$ cat config.mk
export PLATFORM = sky130hd
export DESIGN_NAME = uart_rx_pkt_ctrl
export DESIGN_NICKNAME = d
export VERILOG_FILES = /design/src/rtl/uart_pkt_pkg.sv /design/src/rtl/uart_pkt_buf.sv /design/src/rtl/uart_rx_pkt_ctrl.sv
export SDC_FILE = /design/constraint.sdc
export NUM_CORES = 1
export LEC_CHECK = 0
export ABC_CLOCK_PERIOD_IN_PS = 4090
export CAP_MARGIN = 20
export CORE_MARGIN = 4
export CORE_UTILIZATION = 45
export DETAILED_ROUTE_END_ITERATION = 8
export HOLD_SLACK_MARGIN = 0.08
export SLEW_MARGIN = 10
export SYNTH_ARGS = -nofsm -noshare
export SYNTH_HDL_FRONTEND = slang
export SYNTH_SLANG_ARGS = --single-unit
$ cat constraint.sdc
create_clock -name i_clk -period 4.09 [get_ports i_clk]
set_clock_uncertainty 0.2 [all_clocks]
set_input_delay 0.818 -clock i_clk [delete_from_list [all_inputs] [get_ports i_clk]]
set_output_delay 0.818 -clock i_clk [all_outputs]
set_load 0.005 [all_outputs]
$ cat src/rtl/uart_pkt_pkg.sv
// Shared types and constants for the UART RX packet controller.
package uart_pkt_pkg;

    typedef enum logic [2:0] {
        HUNT    = 3'd0,
        LEN     = 3'd1,
        PAYLOAD = 3'd2,
        CSUM    = 3'd3,
        DRAIN   = 3'd4
    } state_t;

    localparam logic [1:0] ERR_LEN_BAD = 2'd0;
    localparam logic [1:0] ERR_CSUM    = 2'd1;
    localparam logic [1:0] ERR_FRAMING = 2'd2;
    localparam logic [1:0] ERR_TIMEOUT = 2'd3;

    localparam logic [7:0] SYNC_BYTE_DEF = 8'hA5;

    function automatic int addr_width(input int depth);
        return (depth > 1) ? $clog2(depth) : 1;
    endfunction

endpackage

$ cat src/rtl/uart_pkt_buf.sv
// Payload buffer: DEPTH x 8 register array, synchronous write, combinational read.
module uart_pkt_buf
    import uart_pkt_pkg::*;
#(
    parameter int DEPTH = 16,
    parameter int AW    = addr_width(DEPTH)
) (
    input  logic          i_clk,
    input  logic          we,
    input  logic [AW-1:0] waddr,
    input  logic [7:0]    wdata,
    input  logic [AW-1:0] raddr,
    output logic [7:0]    rdata
);

    logic [7:0] mem [DEPTH];

    always_ff @(posedge i_clk) begin
        if (we) begin
            mem[waddr] <= wdata;
        end
    end

    assign rdata = mem[raddr];

endmodule

$ cat src/rtl/uart_rx_pkt_ctrl.sv
// Packet framer behind uart_rx: sync hunt, length-prefixed payload, 8-bit additive checksum,
// valid/ready drain. Optional inter-byte timeout is built when UART_PKT_TIMEOUT_EN is defined.
//
//  state   | meaning
//  HUNT    | waiting for SYNC_BYTE, other bytes ignored
//  LEN     | next byte is payload length (1..MAX_LEN)
//  PAYLOAD | storing payload bytes into the buffer
//  CSUM    | next byte must bring the running sum to zero
//  DRAIN   | releasing buffered payload downstream
module uart_rx_pkt_ctrl
    import uart_pkt_pkg::*;
#(
    parameter int         MAX_LEN     = 16,
    parameter logic [7:0] SYNC_BYTE   = SYNC_BYTE_DEF,
    parameter int         TIMEOUT_CYC = 200000
) (
    input  logic       i_clk,
    input  logic       i_rst,
    input  logic       i_rx_dv,
    input  logic [7:0] i_rx_byte,
    input  logic       i_rx_error,
    input  logic       i_ready,
    output logic       o_valid,
    output logic [7:0] o_data,
    output logic       o_last,
    output logic       o_pkt_ok,
    output logic       o_pkt_err,
    output logic [1:0] o_err_code,
    output logic       o_overrun,
    output logic       o_busy
);

    localparam int AW = addr_width(MAX_LEN);

    if (MAX_LEN < 1 || MAX_LEN > 255 || TIMEOUT_CYC < 2) begin : g_param_check
        $error("uart_rx_pkt_ctrl: MAX_LEN or TIMEOUT_CYC out of range");
    end

    state_t        state, state_n;
    logic [7:0]    len, len_n;
    logic [7:0]    csum, csum_n;
    logic [AW-1:0] wr_ptr, wr_ptr_n;
    logic [AW-1:0] rd_ptr, rd_ptr_n;
    logic          pkt_ok_n, pkt_err_n, overrun_n;
    logic [1:0]    err_code_n;
    logic          buf_we;
    logic [7:0]    buf_rdata;
    logic [7:0]    csum_sum;
    logic [7:0]    last_idx;
    logic          tmo_hit;

    assign csum_sum = csum + i_rx_byte;
    assign last_idx = len - 8'd1;

    uart_pkt_buf #(
        .DEPTH (MAX_LEN),
        .AW    (AW)
    ) u_buf (
        .i_clk (i_clk),
        .we    (buf_we),
        .waddr (wr_ptr),
        .wdata (i_rx_byte),
        .raddr (rd_ptr_n),
        .rdata (buf_rdata)
    );

`ifdef UART_PKT_TIMEOUT_EN
    logic [31:0] tmo_cnt;
    logic        in_pkt;

    assign in_pkt  = (state == LEN) || (state == PAYLOAD) || (state == CSUM);
    assign tmo_hit = in_pkt && (tmo_cnt == 32'(TIMEOUT_CYC - 1));

    always_ff @(posedge i_clk or posedge i_rst) begin
        if (i_rst) begin
            tmo_cnt <= '0;
        end else if (!in_pkt || i_rx_dv || tmo_hit) begin
            tmo_cnt <= '0;
        end else begin
            tmo_cnt <= tmo_cnt + 32'd1;
        end
    end
`else
    assign tmo_hit = 1'b0;
`endif

    always_comb begin
        state_n    = state;
        len_n      = len;
        csum_n     = csum;
        wr_ptr_n   = wr_ptr;
        rd_ptr_n   = rd_ptr;
        pkt_ok_n   = 1'b0;
        pkt_err_n  = 1'b0;
        err_code_n = o_err_code;
        overrun_n  = 1'b0;
        buf_we     = 1'b0;

        case (state)
            HUNT: begin
                // a strobe flagged with a framing error never counts as sync
                if (i_rx_dv && !i_rx_error && (i_rx_byte == SYNC_BYTE)) begin
                    state_n = LEN;
                end
            end
            LEN: begin
                if (i_rx_error) begin
                    state_n    = HUNT;
                    pkt_err_n  = 1'b1;
                    err_code_n = ERR_FRAMING;
                end else if (i_rx_dv) begin
                    if ((i_rx_byte == 8'd0) || (i_rx_byte > 8'(MAX_LEN))) begin
                        state_n    = HUNT;
                        pkt_err_n  = 1'b1;
                        err_code_n = ERR_LEN_BAD;
                    end else begin
                        len_n    = i_rx_byte;
                        csum_n   = i_rx_byte;
                        wr_ptr_n = '0;
                        state_n  = PAYLOAD;
                    end
                end else if (tmo_hit) begin
                    state_n    = HUNT;
                    pkt_err_n  = 1'b1;
                    err_code_n = ERR_TIMEOUT;
                end
            end
            PAYLOAD: begin
                if (i_rx_error) begin
                    state_n    = HUNT;
                    pkt_err_n  = 1'b1;
                    err_code_n = ERR_FRAMING;
                end else if (i_rx_dv) begin
                    buf_we   = 1'b1;
                    csum_n   = csum_sum;
                    wr_ptr_n = wr_ptr + 1'b1;
                    if (8'(wr_ptr) == last_idx) begin
                        state_n = CSUM;
                    end
                end else if (tmo_hit) begin
                    state_n    = HUNT;
                    pkt_err_n  = 1'b1;
                    err_code_n = ERR_TIMEOUT;
                end
            end
            CSUM: begin
                if (i_rx_error) begin
                    state_n    = HUNT;
                    pkt_err_n  = 1'b1;
                    err_code_n = ERR_FRAMING;
                end else if (i_rx_dv) begin
                    if (csum_sum == 8'd0) begin
                        pkt_ok_n = 1'b1;
                        rd_ptr_n = '0;
                        state_n  = DRAIN;
                    end else begin
                        state_n    = HUNT;
                        pkt_err_n  = 1'b1;
                        err_code_n = ERR_CSUM;
                    end
                end else if (tmo_hit) begin
                    state_n    = HUNT;
                    pkt_err_n  = 1'b1;
                    err_code_n = ERR_TIMEOUT;
                end
            end
            DRAIN: begin
                overrun_n = i_rx_dv;
                if (o_valid && i_ready) begin
                    if (8'(rd_ptr) == last_idx) begin
                        state_n = HUNT;
                    end else begin
                        rd_ptr_n = rd_ptr + 1'b1;
                    end
                end
            end
            default: begin
                state_n = HUNT;
            end
        endcase
    end

    // Outputs are registered from next-state values so DRAIN shows valid data on entry.
    always_ff @(posedge i_clk or posedge i_rst) begin
        if (i_rst) begin
            state      <= HUNT;
            len        <= '0;
            csum       <= '0;
            wr_ptr     <= '0;
            rd_ptr     <= '0;
            o_valid    <= 1'b0;
            o_data     <= '0;
            o_last     <= 1'b0;
            o_pkt_ok   <= 1'b0;
            o_pkt_err  <= 1'b0;
            o_err_code <= '0;
            o_overrun  <= 1'b0;
            o_busy     <= 1'b0;
        end else begin
            state      <= state_n;
            len        <= len_n;
            csum       <= csum_n;
            wr_ptr     <= wr_ptr_n;
            rd_ptr     <= rd_ptr_n;
            o_valid    <= (state_n == DRAIN);
            o_data     <= (state_n == DRAIN) ? buf_rdata : 8'd0;
            o_last     <= (state_n == DRAIN) && (8'(rd_ptr_n) == (len_n - 8'd1));
            o_pkt_ok   <= pkt_ok_n;
            o_pkt_err  <= pkt_err_n;
            o_err_code <= err_code_n;
            o_overrun  <= overrun_n;
            o_busy     <= (state_n != HUNT);
        end
    end

endmodule

Word level (Yosys, flattened, before mapping)
Memories as Yosys holds them, arrays and structs flattened.
Index checks and enable logic that the tools add are counted.
{ "word_totals": {"wordCells": 115, "output_inout_bits": 16, "register_bits": 43, "mem_bits_rw": 128, "mem_count": 1, "inputBits": 13} }
{ "classes": {"reduce_logical": 14, "magnitude_cmp": 1, "mux": 62, "n_eq_ne": 19, "n_addsub": 5} }
{ "memory_table": {"columns": ["name", "depth", "word_bits", "rd", "rd_clocked_by_memory_dff", "write_ports", "line", "source"], "rows": [
  ["u_buf.mem", 16, 8, 1, 0, 1, "uart_pkt_buf.sv:16", "logic [7:0] mem [DEPTH];"]
]} }
{ "op_table": {"columns": ["cell", "n"], "rows": [
  ["two-way mux 8 bit", 10],
  ["two-way mux 4 bit", 10],
  ["two-way mux 3 bit", 11],
  ["== test 4 x 8 -> 1 bit", 3],
  ["two-way mux 1 bit", 17],
  ["logical NOT 8 bit", 2],
  ["two-way mux 2 bit", 8],
  ["one-hot mux 4 bit (2 select lines)", 2],
  ["one-hot mux 8 bit (2 select lines)", 1],
  ["subtractor 8 x 1 -> 8 bit, second input constant", 2],
  ["one-hot mux 3 bit (5 select lines)", 1],
  ["inequality test 2 bit, second input constant", 6],
  ["inequality test 3 bit, second input constant", 4],
  ["AND reduction 6 bit", 2],
  ["adder 4 x 1 -> 4 bit, second input constant", 2],
  ["adder 8 bit", 1],
  ["== test 8 bit, second input constant", 1],
  ["> comparator 8 x 5 -> 1 bit, second input constant", 1],
  ["== test 3 x 2 -> 1 bit, second input constant", 2],
  ["== test 3 bit, second input constant", 2],
  ["one-hot mux 2 bit (3 select lines)", 1],
  ["nonzero test 3 bit", 2],
  ["logical AND 1 bit", 4],
  ["== test 3 x 1 -> 1 bit, second input constant", 1],
  ["5 further kinds", 5]
]} }

Logic depth before layout (Yosys ltp)
{ "depth": {"depth_word": 9, "depth_mapped": 16, "ltp_nobuf": 13} }

Cells and area by module
Synthesis repeated with hierarchy kept, for this count alone.
{ "hier_totals": {"hier_cells": 513, "area_unflattened_um2": 7826.3} }
{ "modules_own_cells": {"columns": ["mod", "seq_area_each_um2", "cells_per_inst", "area_each_um2", "n_inst"], "rows": [
  ["uart_pkt_buf", 3843.7, 221, 4987.3, 1],
  ["uart_rx_pkt_ctrl", 1076.0, 292, 2839.0, 1]
]} }

Worst setup path after synthesis
Ideal clock, no wire load.
{ "synth_path": {"path_kind": "input to register", "start": "input i_rx_byte[1]", "end": "register o_data[4]", "t_arrival_ps": 3660, "path_stages": 13, "required_ps": 3826, "setup_time_ps": 64, "path_buffers": 1, "setup_slack_ps": 166, "path_cell_list": "ha_1 -> a21o_1 -> and4_4 -> or4b_1 -> a311oi_1 -> nand4_1 -> nand2_4 -> inv_2 -> buf_6 -> mux2i_1 -> a32o_1 -> nor4_1 -> a21o_1"} }
{ "synth_between": {"elab_chain_len": 8, "word_cells_on_any_way": 22, "classes_between": "1 x add/sub; 1 x order compare; 2 x eq/ne; 13 x mux; 4 x reduce/logical; 1 x memory"} }
{ "synth_lines": {"columns": ["item", "line", "source"], "rows": [
  ["start: declaration", "uart_rx_pkt_ctrl.sv:20", "input logic [7:0] i_rx_byte,"],
  ["adder 8 bit, or another cell as far along", "uart_rx_pkt_ctrl.sv:52", "assign csum_sum = csum + i_rx_byte;"],
  ["logical NOT 8 bit / logical OR 1 bit (equally long branches)", "uart_rx_pkt_ctrl.sv:152, uart_rx_pkt_ctrl.sv:112", null],
  ["two-way mux 4 bit, or another cell as far along", "uart_rx_pkt_ctrl.sv:152", "if (csum_sum == 8'd0) begin"],
  ["two-way mux 4 bit, or another cell as far along", "uart_rx_pkt_ctrl.sv:151", "end else if (i_rx_dv) begin"],
  ["two-way mux 4 bit, or another cell as far along", "uart_rx_pkt_ctrl.sv:147", "if (i_rx_error) begin"],
  ["one-hot mux 4 bit (2 select lines) / one-hot mux 3 bit (5 select lines) (equally long branches)", "uart_rx_pkt_ctrl.sv:99", "case (state)"],
  ["memory read (16 x 8 bit) / == test 3 bit (equally long branches)", null, null],
  ["two-way mux 8 bit *", "uart_rx_pkt_ctrl.sv:206", "o_data <= (state_n == DRAIN) ? buf_rdata : 8'd0;"],
  ["end signal: assignment", "uart_rx_pkt_ctrl.sv:206", null],
  ["end: declaration", "uart_rx_pkt_ctrl.sv:24", "output logic [7:0] o_data,"]
]} }
Every way passes the cells marked *; elsewhere a longest branch is shown, timed or not.
A chain may end at the register's enable or synchronous reset.

Final worst setup path
{ "layout_path": {"start": "input i_rx_byte[0]", "end": "register o_data[4]"} }
Same word-level chain as after synthesis.

==> metrics.txt <==
Synth Cell Area roughly 7800 µm²; crit path cell chain clkdlybuf4s50_1 -> ha_1 -> fa_2 -> buf_4 -> xor2_1 -> or4_1 -> a21oi_2 -> and3_4 -> nor2_1 -> o21ai_4 -> buf_4 -> a211oi_2 -> nor4_4 -> a21o_1; Total GRT Usage 0.2133; Reg area slightly below 5000 µm²; Slew Limit Fails 0; area of the core 16820 µm²; Final GP Congestion 0.9344; Seq/Total Area, Yosys 0.6278; status finished clean; layout net count 773; Seq cells post-synth between 150 and 200; routed vias 5504; Cells after Synth 631; CTS sink count between 150 and 200; asr flop ratio synth 0.2515; share of layout cells above drive strength 1 0.2335; via-per-instance ratio between 5 and 6; Remaining DRCs 0; wire length per cell between 20 and 25 µm; first-pass GRT wire length 31650 µm; Initial DRC Count 422; final WL 20530 µm; Ys Warns 0; top post-synthesis cells by count 128 x edfxtp_1, 123 x nand2_1, 43 x dfrtp_1; critical path's slowest cell or4_1; net switching power 0.7887 mW; Synth cell types 72; I/O pins 29; P_int 2.874 mW; Root Driver clkbuf_16; footprint of the multi-input gates 2796 µm²; ys flop type edfxtp_1; # fillers around 1400; top cell type's share of synthesized area 0.4905; DRT Pass-1 Iters 5; starting density of the core 0.4659; Detail Route Antenna Nets 0; GR Overflow Total 0; RSZ-0062 raised after global routing true; most frequent cell on the critical path buf_4; placed insts 938; Crit Path Max Fanout 8; dpl hpwl 14720 µm; startpoint types input port; row cnt 47; Final min period 4022 ps; ant diodes 0; Die H 140.0 µm; arrival time worst endpoint around 4200 ps; clock network fraction of total power 0.443; Reg clk slew, reported paths 70 ps; largest net degree at the start of global routing 44; setup TNS 0 ps; H-tree Lvls 4; Combinational Power Share 0.044; Pwr Total 3.663 mW; Worst path max stage delay 450 ps; vias in the first global route 5590; Final Hold Vio Count 0; die area 19590 µm²; initial antenna violation count 0; Avg Cell Area, Syn 12.42 µm²; Die Width between 100 and 150 µm; max-cap viol count 0; Synth-to-Final Area Change 24.41%; CP required 4260 ps; CTS tree done; largest cells by area after synthesis edfxtp_1 49%, dfrtp_1 14%, nand2_1 5.9%; pwr dens between 300 and 400 nW/µm²; final instance count without filler cells 978; CTS max path bufs 2; cts bufs inserted 17; Slew @ Worst Pin 883.7 ps; # setup viols final 0; Clock Latency Late Sink 430 ps; cts hold-fix bufs 0; max_slew headroom 0.4096; Mapped Nets 659; count leader, synth edfxtp_1; port bufs 28; switching share of total power 0.2153; Peak VDD IR roughly 320 µV; register share of total power 0.512; Final period util 0.9833; Hold Path Class flop to flop; P_leak between 3 and 4 nW; largest area contributor in the netlist edfxtp_1; crit end category flop; critical path class input port to flop; fmax 248.6 MHz; Post-synth EDFFs about 130
## cell type report
| class | instances | share of cell area |
|---|---|---|
| Tap cell | 220 | 0.02823 |
| Clock buffer | 18 | 0.04505 |
| Inverter | 18 | 0.006930 |
| Timing Repair Buffer | 126 | 0.1119 |
| Multi-Input combinational cell | 411 | 0.2868 |
| Clock inverter | 14 | 0.01643 |
| Sequential cell | 171 | 0.5046 |
## logic make-up (layout without fill, tap and decap cells)
kind of cell,Yosys count,count (layout),synth area share
xor+xnor,26,26,0.03449
flops,171,171,0.6278
fa+ha+maj,15,15,0.02491
compound gates,99,99,0.08846
mux,23,23,0.02986
simple gates,248,248,0.1600
buf+inv,49,176,0.03449
## power by group through the flow
stage | logic [mW] | registers [mW] | clock network, mW
floorplan | 0.0540 | 1.91 | 0
global placement | 0.151 | 1.91 | 0
detailed placement | 0.152 | 1.91 | 0
CTS | 0.156 | 1.88 | 1.65
global route | 0.174 | 1.88 | 1.73
finish | 0.162 | 1.88 | 1.62
## worst max-delay path: cells and delay by family
family	cells	cell delay, ps
buffers and inverters	3	820
AO/OA/AOI/OAI	4	650
adder cells (fa/ha/maj)	2	630
XOR/XNOR	1	140
AND/OR/NAND/NOR	4	1120
## sequential cells by signal, summed over array words and instances (netlist names), 2 cells and up
name / count
wr_ptr: 4
csum: 8
o_err_code: 2
rd_ptr: 4
len: 8
o_data: 8
state: 3
u_buf.mem: 128
## timing repair
item                                    4_1_cts  5_1_grt
setup buffers                                 4        3
pin swaps                                     0        6
endpoints found under the setup margin        8        9
resized for setup                            12       17
## per-layer routing
metal,GRT usage,wire length [µm],vias to the layer above
met5,0,0,-
met4,0.07904,491,0
met3,0.04363,1192,35
met2,0.3527,10090,204
met1,0.2799,8751,2725
li1,-,-,2540
## cell usage in the layout (no fill, tap or decap), drive strengths merged, types with 3 or more instances in the layout
| cell | instances |
|---|---|
| nor2b | 3 |
| nand3b | 4 |
| ha | 14 |
| nor3b | 4 |
| inv | 23 |
| o22ai | 3 |
| a211oi | 9 |
| clkinvlp | 3 |
| nand2b | 4 |
| nand4 | 3 |
| o211ai | 6 |
| a32oi | 5 |
| and3 | 15 |
| a311oi | 5 |
| nor2 | 24 |
| clkinv | 4 |
| and2 | 6 |
| clkdlybuf4s50 | 28 |
| dfrtp | 43 |
| xnor2 | 15 |
| clkbuf | 18 |
| a21oi | 21 |
| mux2i | 20 |
| buf | 98 |
| a32o | 4 |
| xor2 | 9 |
| nand3 | 20 |
| nand2 | 124 |
| edfxtp | 128 |
| a21o | 12 |
| nor4 | 9 |
| nand4b | 4 |
| nor3 | 13 |
| a31oi | 4 |
| mux2 | 3 |
| or3 | 3 |
| o21ai | 18 |
## final timing paths
kind	start	endpoint	slack, ps	depth (start not counted)
setup / recovery	i_rx_byte[0]	o_data[4]	70	14
hold / removal	csum[2]	csum[2]	310	2
setup reg to reg	len[2]	o_data[5]	340	12
hold reg to reg	csum[2]	csum[2]	310	2
max in group asynchronous	i_rst	o_data[2]	2650	3
min in group asynchronous	i_rst	len[7]	520	2
## stage by stage
stage / util / hold WS [ps] / worst slack, ps / instance area (µm²)
floorplan: - / 252.6 / 166.3 / 7836
global placement: 0.5308 / 272.6 / -693.8 / 8927
detailed placement: 0.5308 / 290.7 / -735.3 / 8927
CTS: 0.5719 / 304.7 / 40.18 / 9618
global route: 0.5797 / 328.8 / -28.61 / 9749
finish: 0.5797 / 305.9 / 68.21 / 9749
Power figures use the tool's default switching activity.
